## src/rtl/inst_fetch_pkg.sv

```systemverilog
// Shared constants, entry type and FSM encoding for the instruction fetch unit.
package inst_fetch_pkg;

  localparam int INST_WIDTH = 32;
  localparam int ADDR_WIDTH = 32;
  localparam logic [ADDR_WIDTH-1:0] PC_STEP = 32'd4;

  typedef enum logic [1:0] {
    RESET_WAIT = 2'b00,
    RUN        = 2'b01,
    DRAIN      = 2'b10
  } fetch_state_e;

  typedef struct packed {
    logic [ADDR_WIDTH-1:0] pc;
    logic [INST_WIDTH-1:0] inst;
  } fq_entry_t;

  // Instructions are word aligned; low address bits are simply dropped.
  function automatic logic [ADDR_WIDTH-1:0] align_pc(input logic [ADDR_WIDTH-1:0] a);
    return {a[ADDR_WIDTH-1:2], 2'b00};
  endfunction

endpackage

```

## src/rtl/inst_fetch_fetch_queue.sv

```systemverilog
// Synchronous FIFO of {pc, inst} entries with flush. Pointers carry one extra
// wrap bit so full and empty are told apart by comparing the MSBs.
module fetch_queue
  import inst_fetch_pkg::*;
#(
  parameter int DEPTH = 4
) (
  input  logic                   clk,
  input  logic                   rst,
  input  logic                   flush,
  input  logic                   push,
  input  logic                   pop,
  input  fq_entry_t              wdata,
  output fq_entry_t              rdata,
  output logic                   full,
  output logic [$clog2(DEPTH):0] count
);

  localparam int AW = $clog2(DEPTH);

  logic [AW:0] wptr_q;
  logic [AW:0] rptr_q;
  fq_entry_t   mem_q [DEPTH];
  logic        empty;
  logic        do_pop;
  logic        do_push;

  assign empty   = (wptr_q == rptr_q);
  assign full    = (wptr_q[AW] != rptr_q[AW]) && (wptr_q[AW-1:0] == rptr_q[AW-1:0]);
  assign count   = wptr_q - rptr_q;
  assign do_pop  = pop & ~empty;
  // A pop in the same cycle frees the slot the push needs.
  assign do_push = push & (~full | do_pop);
  assign rdata   = mem_q[rptr_q[AW-1:0]];

  // Pointer update; reset and flush both empty the queue.
  always_ff @(posedge clk) begin
    if (rst || flush) begin
      wptr_q <= '0;
      rptr_q <= '0;
    end else begin
      if (do_push) wptr_q <= wptr_q + 1'b1;
      if (do_pop)  rptr_q <= rptr_q + 1'b1;
    end
  end

  // Entry storage; unreset, since nothing reads an entry before it is written.
  always_ff @(posedge clk) begin
    if (do_push && !flush && !rst) mem_q[wptr_q[AW-1:0]] <= wdata;
  end

endmodule

```

## src/rtl/inst_fetch.sv

```systemverilog
// Instruction fetch: PC register, run/drain FSM, redirect handling, fetch
// counter and a small queue decoupling memory from the consumer.
module inst_fetch
  import inst_fetch_pkg::*;
#(
  parameter logic [31:0] PC_RESET = 32'h0000_0000,
  parameter int          FQ_DEPTH = 4
) (
  input  logic        clk,
  input  logic        rst,
  input  logic        en,
  output logic [31:0] imem_addr,
  input  logic [31:0] imem_inst,
  input  logic        redirect_valid,
  input  logic [31:0] redirect_pc,
  output logic        inst_valid,
  input  logic        inst_ready,
  output logic [31:0] inst,
  output logic [31:0] inst_pc,
  output logic [31:0] fetch_count
);

  fetch_state_e             state_q;
  fetch_state_e             state_d;
  logic [31:0]              pc_q;
  logic [31:0]              fetch_count_q;
  logic                     fq_full;
  logic [$clog2(FQ_DEPTH):0] fq_count;
  fq_entry_t                fq_wdata;
  fq_entry_t                fq_rdata;
  logic                     pop_req;
  logic                     push_req;

  assign inst_valid  = (fq_count != '0);
  assign inst        = inst_valid ? fq_rdata.inst : '0;
  assign inst_pc     = inst_valid ? fq_rdata.pc   : '0;
  assign imem_addr   = pc_q;
  assign fetch_count = fetch_count_q;
  assign fq_wdata    = '{pc: pc_q, inst: imem_inst};

  // Redirect takes the cycle: no pop, no push.
  assign pop_req  = inst_valid & inst_ready & ~redirect_valid;
  // Fetching happens in any cycle that ends in RUN, so the cycle leaving
  // RESET_WAIT or DRAIN already fetches.
  assign push_req = (state_d == RUN) & ~redirect_valid & (~fq_full | pop_req);

  // Next-state logic; en alone steers the FSM, a redirect freezes it.
  always_comb begin
    state_d = state_q;
    case (state_q)
      RESET_WAIT: if (en)  state_d = RUN;
      RUN:        if (!en) state_d = DRAIN;
      DRAIN:      if (en)  state_d = RUN;
      default:    state_d = RESET_WAIT;
    endcase
    if (redirect_valid) state_d = state_q;
  end

  // State, PC and fetch counter registers.
  always_ff @(posedge clk) begin
    if (rst) begin
      state_q       <= RESET_WAIT;
      pc_q          <= PC_RESET;
      fetch_count_q <= '0;
    end else begin
      state_q <= state_d;
      if (redirect_valid) begin
        pc_q <= align_pc(redirect_pc);
      end else if (push_req) begin
        pc_q          <= pc_q + PC_STEP;
        fetch_count_q <= fetch_count_q + 32'd1;
      end
    end
  end

  fetch_queue #(
    .DEPTH (FQ_DEPTH)
  ) u_queue (
    .clk   (clk),
    .rst   (rst),
    .flush (redirect_valid),
    .push  (push_req),
    .pop   (pop_req),
    .wdata (fq_wdata),
    .rdata (fq_rdata),
    .full  (fq_full),
    .count (fq_count)
  );

endmodule

```

## config.mk

```make
export PLATFORM = sky130hd
export DESIGN_NAME = inst_fetch
export DESIGN_NICKNAME = d
export VERILOG_FILES = /design/src/rtl/inst_fetch_pkg.sv /design/src/rtl/inst_fetch_fetch_queue.sv /design/src/rtl/inst_fetch.sv
export SDC_FILE = /design/constraint.sdc
export NUM_CORES = 1
export LEC_CHECK = 0
export CAP_MARGIN = 30
export CORE_MARGIN = 10
export CORE_UTILIZATION = 30
export DETAILED_ROUTE_END_ITERATION = 16
export SETUP_SLACK_MARGIN = 0.15
export SYNTH_ARGS = -nofsm -noshare
export SYNTH_HDL_FRONTEND = slang
export SYNTH_SLANG_ARGS = --single-unit
export TNS_END_PERCENT = 10
```

## constraint.sdc

```tcl
create_clock -name clk -period 5.1 [get_ports clk]
set_input_delay 1.275 -clock clk [delete_from_list [all_inputs] [get_ports clk]]
set_output_delay 1.275 -clock clk [all_outputs]
set_load 0.01 [all_outputs]
```

==> results.py, run 1 <==
metrics = {
    "outcome": {
        "outcome": "completed",
    },
    "synthesis": {
        "post_synth_fa_ha_maj_area_fraction": 0.008507,
        "synth_enable_flop_cells": 248,
        "synthMuxAreaShare": 0.1087,
        "synth_top_flop_cell": "sky130_fd_sc_hd__edfxtp_1",
        "synthesis.area_per_instance_sq_um": 15.32,
        "synthesis.yosys.warnings": 0,
        "largest_family_of_logic_cells_by_synthesized_area": "simple AND/OR/NAND/NOR gates",
        "ys_types": 59,
        "synth-simple-area-share": 0.1207,
        "synth.ff_latch_count": 320,
        "netlist_area_sq_um": 13240,
        "asyncSetResetFlopFracSynth": 0,
        "synth_xor_xnor_area_share": 0.02448,
        "synthesized_netlist_cell_count": 864,
        "synth-compound-area-share": 0.04471,
        "synth-seq-area-share": 0.6715,
    },
    "clock_tree": {
        "ctsHtreeMaxLevel": 2,
        "cts_num_sinks": 320,
        "cts_hold_buffers": 0,
        "cts.path.max_buffers": 3,
        "cts_resized": 0,
        "numCtsBuffers": 36,
        "cts_tree": "yes",
        "cts_root_buf": "sky130_fd_sc_hd__clkbuf_16",
        "clk_pin_slew_ns": 0.06,
        "worstSkewPairLatency_ns": 0.53,
        "post_cts_buffers": 0,
    },
    "grt": {
        "global_route.overflow_total": 0,
        "grt_pass1_wl_mm": 52.16,
        "groute.usage.overall": 0.1281,
        "grt_start_max_net_pins": 68,
        "antenna_found_initial": 9,
        "number_of_global_route_vias_before_repair": 8282,
    },
    "sta": {
        "max_freq_mhz": 219.1,
        "timing.hold.ws_ns": 0.5007,
        "finalSetupViolCount": 0,
        "finalMaxSlewViolations": 0,
        "finalWorstSetupSlack_ns": 0.5364,
        "rsz0062_at_grt": "no",
        "timing_worst_slew_pin_value_ns": 0.8412,
        "tns_ns": 0,
        "period_share": 0.8948,
        "hold_viol": 0,
        "finalCriticalPeriod_ns": 4.564,
        "timing.max_slew.rel_slack": 0.4340,
        "clock_skew_after_layout_ns": 0.02043,
    },
    "critical_path": {
        "crit_path_cells": "inv_1 -> ha_1 -> nor2b_1 -> xnor2_1 -> and2_2 -> buf_4 -> nor2b_1 -> clkdlybuf4s50_1",
        "startpoint_type": "flip-flop",
        "cp_data_required_time_ns": 3.83,
        "timing.critical_path.slowest_cell_delay_ns": 0.72,
        "r2r-start": "u_queue.wptr_q[0]$_SDFFE_PP0P_",
        "endpoint_kind": "primary output",
        "path_delay_family": "simple AND/OR/NAND/NOR gates",
        "setup.worst_path.start": "u_queue.wptr_q[0]$_SDFFE_PP0P_",
        "arrival_ns": 3.29,
        "path_buf_inv": 3,
        "path_class": "reg -> out",
        "crit_slowest_cell": "sky130_fd_sc_hd__and2_2",
        "crit_path_max_fanout": 24,
        "critical_path.most_common_cell": "sky130_fd_sc_hd__nor2b_1",
    },
    "final_layout": {
        "final_layout_size_suffix_gt1_frac": 0.1477,
        "areaGrowthSynthToFinish_pct": 29.26,
        "finish.net_count": 1148,
        "stdcell_area_sq_um": 17110,
        "num-fill-cells": 4090,
        "finalCoreUtilization": 0.3946,
        "finish.cell_count_without_fillers": 1685,
    },
    "power_and_ir_drop": {
        "power.leakage_nw": 5.265,
        "totalPowerFinal_mw": 5.766,
        "power.density_nw_per_um2": 337.0,
        "max-vdd-ir-drop_mv": 0.1980,
    },
    "die": {
        "core.rowCount": 76,
        "fp.dieArea_sq_um": 52920,
        "die_h_microns": 230.1,
        "boundaryPins": 198,
        "die-width_microns": 230.1,
        "initial_utilization": 0.3053,
        "core_sq_um": 43360,
    },
    "drt": {
        "antenna_left": 0,
        "post_drt_via_cell_ratio": 4.860,
        "drt-pass1-iter-count": 5,
        "route.vias.total": 8189,
        "detailedRoute.firstIterationViolations": 644,
        "routed_wire_length_per_instance_microns": 20.43,
        "drt_wl_total_mm": 34.43,
        "drc": 0,
    },
    "place": {
        "io_buffer_count": 191,
        "gpl.final_weighted_congestion": 0.7823,
        "placed_cells": 1617,
        "detailedPlacementHpwl_mm": 22.69,
        "preCtsSetupSlack_ns": 0.6064,
        "dpl_cell_area_sq_um": 15920,
    },
    "worst_hold_path": {
        "hp-start": "fetch_count[29]$_SDFFE_PP0P_",
        "hp-class": "reg -> reg",
    },
    "run": {
        "cap_violations": 0,
    },
}
## worst register-to-register path, stage by stage (launching register included)
cell	delay (ns)
sky130_fd_sc_hd__dfxtp_1	0.37
sky130_fd_sc_hd__inv_1	0.12
sky130_fd_sc_hd__ha_1	0.31
sky130_fd_sc_hd__and2_1	0.21
sky130_fd_sc_hd__o211a_1	0.32
sky130_fd_sc_hd__nor2_1	0.43
sky130_fd_sc_hd__and3_4	0.67
sky130_fd_sc_hd__buf_4	0.38
## layout make-up
type | count | area [sq um] | area share
Timing Repair Buffer | 215 | 2132 | 0.1246
Antenna cell | 3 | 7.507 | 0.0004388
Clock inverter | 24 | 265.3 | 0.01550
Tap cell | 585 | 732.0 | 0.04278
Inverter | 14 | 52.55 | 0.003072
Multi-Input combinational cell | 483 | 4104 | 0.2399
Sequential cell | 320 | 8896 | 0.5200
Clock buffer | 41 | 919.6 | 0.05375
## final timing paths
path,end,slack [ns],cells after the start
min,fetch_count[29]$_SDFFE_PP0P_,0.50,2
min reg2reg,fetch_count[29]$_SDFFE_PP0P_,0.50,2
max reg2reg,u_queue.mem_q[2][13]$_DFFE_PP_,1.99,7
max,inst_pc[18],0.54,8
## cells by family (layout without fill, tap and decap cells)
logic type      after synthesis  count (layout)
fa+ha+maj                     9               9
other cells                   1               7
mux                          66              66
xor+xnor                     37              37
buf+inv                      64             294
simple gates                280             280
compound gates               87              87
flops                       320             320
## cell usage in the layout, fill, tap and decap left out, types with 3 or more instances in the layout
cell,count
sky130_fd_sc_hd__edfxtp_1,248
sky130_fd_sc_hd__clkdlybuf4s50_1,190
sky130_fd_sc_hd__dfxtp_1,70
sky130_fd_sc_hd__nor2b_1,64
sky130_fd_sc_hd__mux4_2,62
sky130_fd_sc_hd__nor2_1,55
sky130_fd_sc_hd__clkbuf_16,36
sky130_fd_sc_hd__nand2_1,33
sky130_fd_sc_hd__nand3_1,27
sky130_fd_sc_hd__nand4_1,27
sky130_fd_sc_hd__a21oi_1,24
sky130_fd_sc_hd__buf_4,21
sky130_fd_sc_hd__xor2_1,20
sky130_fd_sc_hd__xnor2_1,17
sky130_fd_sc_hd__inv_1,13
sky130_fd_sc_hd__a211oi_1,13
sky130_fd_sc_hd__or4_1,13
sky130_fd_sc_hd__o31ai_1,12
sky130_fd_sc_hd__a31oi_1,11
sky130_fd_sc_hd__or3_1,10
sky130_fd_sc_hd__ha_1,9
sky130_fd_sc_hd__nor4_1,8
sky130_fd_sc_hd__and2_1,8
sky130_fd_sc_hd__clkinv_2,8
sky130_fd_sc_hd__clkinv_1,6
sky130_fd_sc_hd__nor3_1,5
sky130_fd_sc_hd__o211ai_1,5
sky130_fd_sc_hd__bufinv_16,5
sky130_fd_sc_hd__clkbuf_1,5
sky130_fd_sc_hd__and4_1,4
sky130_fd_sc_hd__and3_1,4
sky130_fd_sc_hd__o22ai_1,4
sky130_fd_sc_hd__o21ai_0,4
sky130_fd_sc_hd__conb_1,4
sky130_fd_sc_hd__diode_2,3
sky130_fd_sc_hd__o311ai_0,3
sky130_fd_sc_hd__nor3b_1,3
sky130_fd_sc_hd__and3_4,3
sky130_fd_sc_hd__clkinvlp_4,3
## cell usage after synthesis, types with 10 or more instances
cell / n / area (sq um)
sky130_fd_sc_hd__nor2b_1: 64 / 400.4
sky130_fd_sc_hd__o31ai_1: 12 / 90.09
sky130_fd_sc_hd__or4_1: 13 / 97.59
sky130_fd_sc_hd__a31oi_1: 11 / 68.82
sky130_fd_sc_hd__a211oi_1: 13 / 97.59
sky130_fd_sc_hd__dfxtp_1: 72 / 1441
sky130_fd_sc_hd__clkbuf_1: 31 / 116.4
sky130_fd_sc_hd__xor2_1: 20 / 175.2
sky130_fd_sc_hd__or3_1: 10 / 62.56
sky130_fd_sc_hd__a21oi_1: 24 / 120.1
sky130_fd_sc_hd__edfxtp_1: 248 / 7447
sky130_fd_sc_hd__nand3_1: 27 / 135.1
sky130_fd_sc_hd__nand4_1: 27 / 168.9
sky130_fd_sc_hd__nand2_1: 33 / 123.9
sky130_fd_sc_hd__xnor2_1: 17 / 148.9
sky130_fd_sc_hd__mux4_2: 62 / 1396
sky130_fd_sc_hd__inv_1: 13 / 48.80
sky130_fd_sc_hd__nor2_1: 56 / 210.2
## sequential cells by signal (all words and copies together), names as in the netlist, named ones only
signal,count
u_queue.mem_q,248
state_q,2
imem_addr,30
fetch_count,32
u_queue.rptr_q,3
u_queue.wptr_q,3
## layer usage
metal  up-vias  routed length (microns)  global-route usage
met5         -                       87                   0
met4        12                      907             0.04563
met3        60                     2701             0.04592
met2       223                    15740              0.1984
met1      4112                    14990              0.1622
li1       3782                        -                   -
## power by group
group	leakage (nW)	switching, mW	internal (mW)	total, mW
logic	1.86	0.129	0.142	0.271
registers	2.83	0.0524	2.85	2.90
clock network	0.575	1.04	1.56	2.60
(Power assumes the default switching activity.)
==> inputs of run 2 (changes only) <==
- CORE_MARGIN: 10 -> 4
==> run 2 against run 1 <==
- sequential share of layout area up 0.24 points
- highest routed layer unchanged
- die area down 10%
- cell count fell by 0.65%
- critical path depth decreased by 1
- core utilization decreased by 0.18 points
- cell area down 0.47%
- register-to-register slack improved by 0.02 ns
- largest cell class unchanged
- combinational power down 1%
- sequential power about the same
- clock power is 3% lower
- total power shrank 1.6%
- sequential cell count unchanged
==> results.py, run 2 (same netlist as run 1, synthesis figures left out) <==
metrics = {
    "grt": {
        "grt_pass1_wl_mm": 49.40,
        "global_route.overflow_total": 0,
        "groute.usage.overall": 0.1349,
        "number_of_global_route_vias_before_repair": 8175,
        "antenna_found_initial": 8,
        "grt_start_max_net_pins": 68,
    },
    "final_layout": {
        "areaGrowthSynthToFinish_pct": 28.65,
        "most_frequent_cells_in_the_layout": "248 x sky130_fd_sc_hd__edfxtp_1, 190 x sky130_fd_sc_hd__clkdlybuf4s50_1, 70 x sky130_fd_sc_hd__dfxtp_1",
        "area.sequential_sq_um": 8896,
        "finish.net_count": 1139,
        "num-fill-cells": 4107,
        "final_layout_size_suffix_gt1_frac": 0.1333,
        "final_common_cell": "sky130_fd_sc_hd__edfxtp_1",
        "multi_input_area_sq_um": 4105,
        "flip_flop_count_of_the_largest_register_after_layout": 248,
    },
    "sta": {
        "finalSetupViolCount": 0,
        "max_freq_mhz": 227.2,
        "clock_skew_after_layout_ns": 0.02762,
        "timing.max_slew.rel_slack": 0.4271,
        "finalMaxSlewViolations": 0,
        "rsz0062_at_grt": "no",
        "finalCriticalPeriod_ns": 4.402,
        "timing_worst_slew_pin_value_ns": 0.8514,
        "timing.hold.ws_ns": 0.5024,
        "finalWorstSetupSlack_ns": 0.6981,
        "tns_ns": 0,
        "hold_viol": 0,
        "period_share": 0.8631,
    },
    "run": {
        "cap_violations": 0,
    },
    "clock_tree": {
        "cts_num_sinks": 320,
        "cts.path.max_buffers": 3,
        "cts_root_buf": "sky130_fd_sc_hd__clkbuf_16",
        "clk_pin_slew_ns": 0.06,
        "numCtsBuffers": 37,
        "cts_resized": 0,
        "cts_hold_buffers": 0,
        "ctsHtreeMaxLevel": 2,
        "worstSkewPairLatency_ns": 0.54,
        "cts_tree": "yes",
        "post_cts_buffers": 0,
    },
    "place": {
        "detailedPlacementHpwl_mm": 20.74,
        "io_buffer_count": 191,
        "preCtsSetupSlack_ns": 0.9969,
        "gpl.final_weighted_congestion": 0.7693,
    },
    "drt": {
        "drt_wl_total_mm": 32.65,
        "routed_wire_length_per_instance_microns": 19.50,
        "route.vias.total": 8027,
        "drt-pass1-iter-count": 5,
        "drc": 0,
        "post_drt_via_cell_ratio": 4.795,
        "detailedRoute.firstIterationViolations": 454,
        "antenna_left": 0,
    },
    "critical_path": {
        "startpoint_type": "flip-flop",
        "endpoint_kind": "primary output",
        "arrival_ns": 3.13,
        "cp_data_required_time_ns": 3.83,
        "path_class": "reg -> out",
        "crit_path_max_fanout": 63,
    },
    "outcome": {
        "outcome": "completed",
    },
    "die": {
        "fp.dieArea_sq_um": 47550,
        "initial_utilization": 0.3053,
        "die-width_microns": 218.1,
        "core.rowCount": 76,
        "core_sq_um": 43360,
        "boundaryPins": 198,
        "die_h_microns": 218.1,
    },
    "power_and_ir_drop": {
        "max-vdd-ir-drop_mv": 0.1841,
        "power.leakage_nw": 5.213,
        "power.density_nw_per_um2": 333.3,
    },
    "worst_hold_path": {
        "hp-class": "reg -> reg",
    },
}
[run 2: changes by cell type in the layout (fill, tap and decap cells not counted), sizes merged]
cell	delta
clkinvlp	-3
clkbuf	+7
inv	+1
buf	-10
clkinv	-1
bufinv	-3
diode	-2
[run 2: area by class of cell]
class	instances	area share
inverter	14	0.003086
timing repair buffer	205	0.1230
clock inverter	18	0.008009
sequential	320	0.5224
clock buffer	48	0.05929
antenna	1	0.0001470
tap	585	0.04298
multi-input combinational	483	0.2411
[run 2: path summary, 6_finish.rpt]
check	start	end	slack, ns	cells past startpoint
setup / recovery	u_queue.wptr_q[0]$_SDFFE_PP0P_	inst_pc[18]	0.70	7
hold / removal	fetch_count[30]$_SDFFE_PP0P_	fetch_count[30]$_SDFFE_PP0P_	0.50	2
setup reg to reg	u_queue.wptr_q[0]$_SDFFE_PP0P_	u_queue.mem_q[2][22]$_DFFE_PP_	2.01	7
hold reg to reg	fetch_count[30]$_SDFFE_PP0P_	fetch_count[30]$_SDFFE_PP0P_	0.50	2
[run 2: critical path: stages, from the launching register on]
cell and delay (ns):
sky130_fd_sc_hd__dfxtp_1 0.33, sky130_fd_sc_hd__inv_1 0.15, sky130_fd_sc_hd__ha_1 0.16, sky130_fd_sc_hd__nor2b_1 0.28, sky130_fd_sc_hd__xnor2_1 0.18, sky130_fd_sc_hd__and2_4 0.62, sky130_fd_sc_hd__nor2b_1 0.22, sky130_fd_sc_hd__clkdlybuf4s50_1 0.54
[run 2: power breakdown]
group | total, mW | internal, mW | switching [mW]
Clock | 2.51 | 1.50 | 1.01
Sequential | 2.90 | 2.85 | 0.0513
Combinational | 0.267 | 0.140 | 0.126
[run 2: stage by stage]
| step | std cells | util | total power [mW] | instance area [sq um] |
|---|---|---|---|---|
| CTS | 1673 | 0.3927 | 5.775 | 17030 |
| global placement | 1606 | 0.3656 | 3.221 | 15850 |
| global route | 1673 | 0.3927 | 5.899 | 17030 |
| floorplan | 867 | - | 3.050 | 13250 |
| detailed placement | 1607 | 0.3662 | 3.227 | 15880 |
| finish | 1674 | 0.3927 | 5.676 | 17030 |
[run 2: per-layer routing]
metal | GRT usage | vias up | routed length (microns)
met4 | 0.04066 | 14 | 696
met2 | 0.2179 | 216 | 15470
met5 | 0 | - | 94
met3 | 0.04236 | 54 | 2429
met1 | 0.1751 | 3980 | 13950
li1 | - | 3763 | -
==> inputs of run 3 (changes only) <==
- SLEW_MARGIN: not set -> 15
==> results of run 3 <==
No change in the layout: final DEF, timing and power equal those of run 2.
==> patch, RTL diff (flow settings as in run 1) <==
Put one more register stage on the output `fetch_count`, cleared by the reset. The value now appears one clock later. The other outputs are not delayed to match.
--- a/src/rtl/inst_fetch.sv
+++ b/src/rtl/inst_fetch.sv
@@ -36,5 +36,11 @@
   assign inst_pc     = inst_valid ? fq_rdata.pc   : '0;
   assign imem_addr   = pc_q;
-  assign fetch_count = fetch_count_q;
+  always_ff @(posedge clk) begin
+    if (rst) begin
+      fetch_count <= '0;
+    end else begin
+      fetch_count <= fetch_count_q;
+    end
+  end
   assign fq_wdata    = '{pc: pc_q, inst: imem_inst};
 
Check against the original RTL: not equivalent (a bounded check fails within 4 cycles, from zero or initial values and one cycle with rst high).
==> patch against run 1 <==
- synthesized area grew 5.9%
- setup slack gained 270 ps
- routed wire length grew 3.7%
- sequential cell count grew 32
- cell area grew 5.9%
- power grew 12%
- clock skew is essentially flat
- non-clock buffer count shrank 6
==> patch: results (changes against run 1) <==
[routing]
drtIter0Drc=449  ; was 644
wl_met3_um=2843  ; was 2701 um
drt-wirelength-per-cell_um=19.99  ; was 20.43 um
routedLengthMet1_um=15260  ; was 14990 um
met2_length_um=16810  ; was 15740 um

[global_routing]
grt_pass1_wl_um=54300  ; was 52160 um
use_met1=0.1529  ; was 0.1622
grt_max_degree=73  ; was 68
use_met3=0.04591  ; was 0.04592
antenna_found_initial=7  ; was 9
track_usage=0.1253  ; was 0.1281
grt_pass1_vias=8740  ; was 8282
use_met2=0.2043  ; was 0.1984

[setup_path]
crit_fanout=56  ; was 24
reg2reg_depth=8  ; was 7
rr_endpoint=u_queue.mem_q[1][42]$_DFFE_PP_  ; was u_queue.mem_q[2][13]$_DFFE_PP_
cpPeakStageDelay_ps=600  ; was 720 ps
crit_family=buffers and inverters  ; was simple AND/OR/NAND/NOR gates
ff2ff_setup_slack_ps=2050  ; was 1990 ps

[layout]
drive_gt1_frac=0.1393  ; was 0.1477
stdcell_count=1785  ; was 1685
fillers=4384  ; was 4090

[pwr]
p_sw_frac=0.2127  ; was 0.2113
pwr-share-comb=0.043  ; was 0.047
leakagePower_nw=5.674  ; was 5.265 nW
ir_drop_mv=0.2081  ; was 0.1980 mV

[clocking]
numCtsBuffers=41  ; was 36

[run_status]
status=completed  ; unchanged

[placement]
place_congestion=0.7667  ; was 0.7823
placed_cells=1708  ; was 1617
place_ws_ps=707.8  ; was 606.4 ps

[logic_synthesis]
synth_common_cells=248 x edfxtp_1, 104 x dfxtp_1, 93 x nor2b_1  ; was 248 x edfxtp_1, 72 x dfxtp_1, 64 x nor2b_1
netlist-cell-type-count=55  ; was 59
synth_area_per_cell_um2=14.86  ; was 15.32 um2
ys_seq_area_frac=0.6801  ; was 0.6715
ys_top_cells_by_area=edfxtp_1 53%, dfxtp_1 15%, mux4_2 10%  ; was edfxtp_1 56%, dfxtp_1 11%, mux4_2 11%

[min_path]
worstHoldStart=state_q[0]$_SDFF_PP0_  ; was fetch_count[29]$_SDFFE_PP0P_

[sta]
slew_headroom=0.5312  ; was 0.4340
fin_crit_ps=4295  ; was 4564 ps

patch: changes by cell type after synthesis, moves of 11 or more:
| cell | delta |
|---|---|
| a211oi_1 | -11 |
| dfxtp_1 | +32 |
| nand2_1 | +23 |
| nand4_1 | -14 |
| nor2_1 | -11 |
| nor2b_1 | +29 |
| nor3_1 | +11 |
| o21ai_0 | +18 |
| xor2_1 | -15 |
patch: per-stage QoR:
step	area, um2	total power (W)
floorplan	14020	0.003306
global placement	16670	0.003479
detailed placement	16720	0.003487
CTS	18120	0.006539
global route	18120	0.006660
finish	18120	0.006434
patch: layout make-up:
cell class | count | share of cell area
Multi-Input combinational cell | 523 | 0.2331
Antenna cell | 1 | 0.0001381
Timing Repair Buffer | 209 | 0.1177
Clock inverter | 27 | 0.01782
Clock buffer | 49 | 0.05946
Inverter | 17 | 0.003522
Sequential cell | 352 | 0.5263
Tap cell | 607 | 0.04192
patch: worst min path at each step:
stage	endpoint	slack [ps]	cells past startpoint
floorplan	fetch_count[30]$_SDFF_PP0_	450	2
global placement	fetch_count_q[30]$_SDFFE_PP0P_	470	2
detailed placement	fetch_count_q[31]$_SDFFE_PP0P_	480	2
CTS	fetch_count_q[31]$_SDFFE_PP0P_	490	2
global route	fetch_count[1]$_SDFF_PP0_	510	1
finish	state_q[0]$_SDFF_PP0_	490	2
patch: cells by family after synthesis:
kind of cell    Yosys count  share of synthesized area
mux                      72                     0.1073
buf+inv                  71                    0.02099
compound gates           98                    0.04358
flops                   352                     0.6801
simple gates            318                     0.1259
other cells               1                  0.0002676
fa+ha+maj                 9                   0.008037
xor+xnor                 22                    0.01375
patch: worst min-delay path, stage by stage, from the launching register on:
cell     delay [ps]
dfxtp_1         330
nand2_1          60
a21oi_1          50
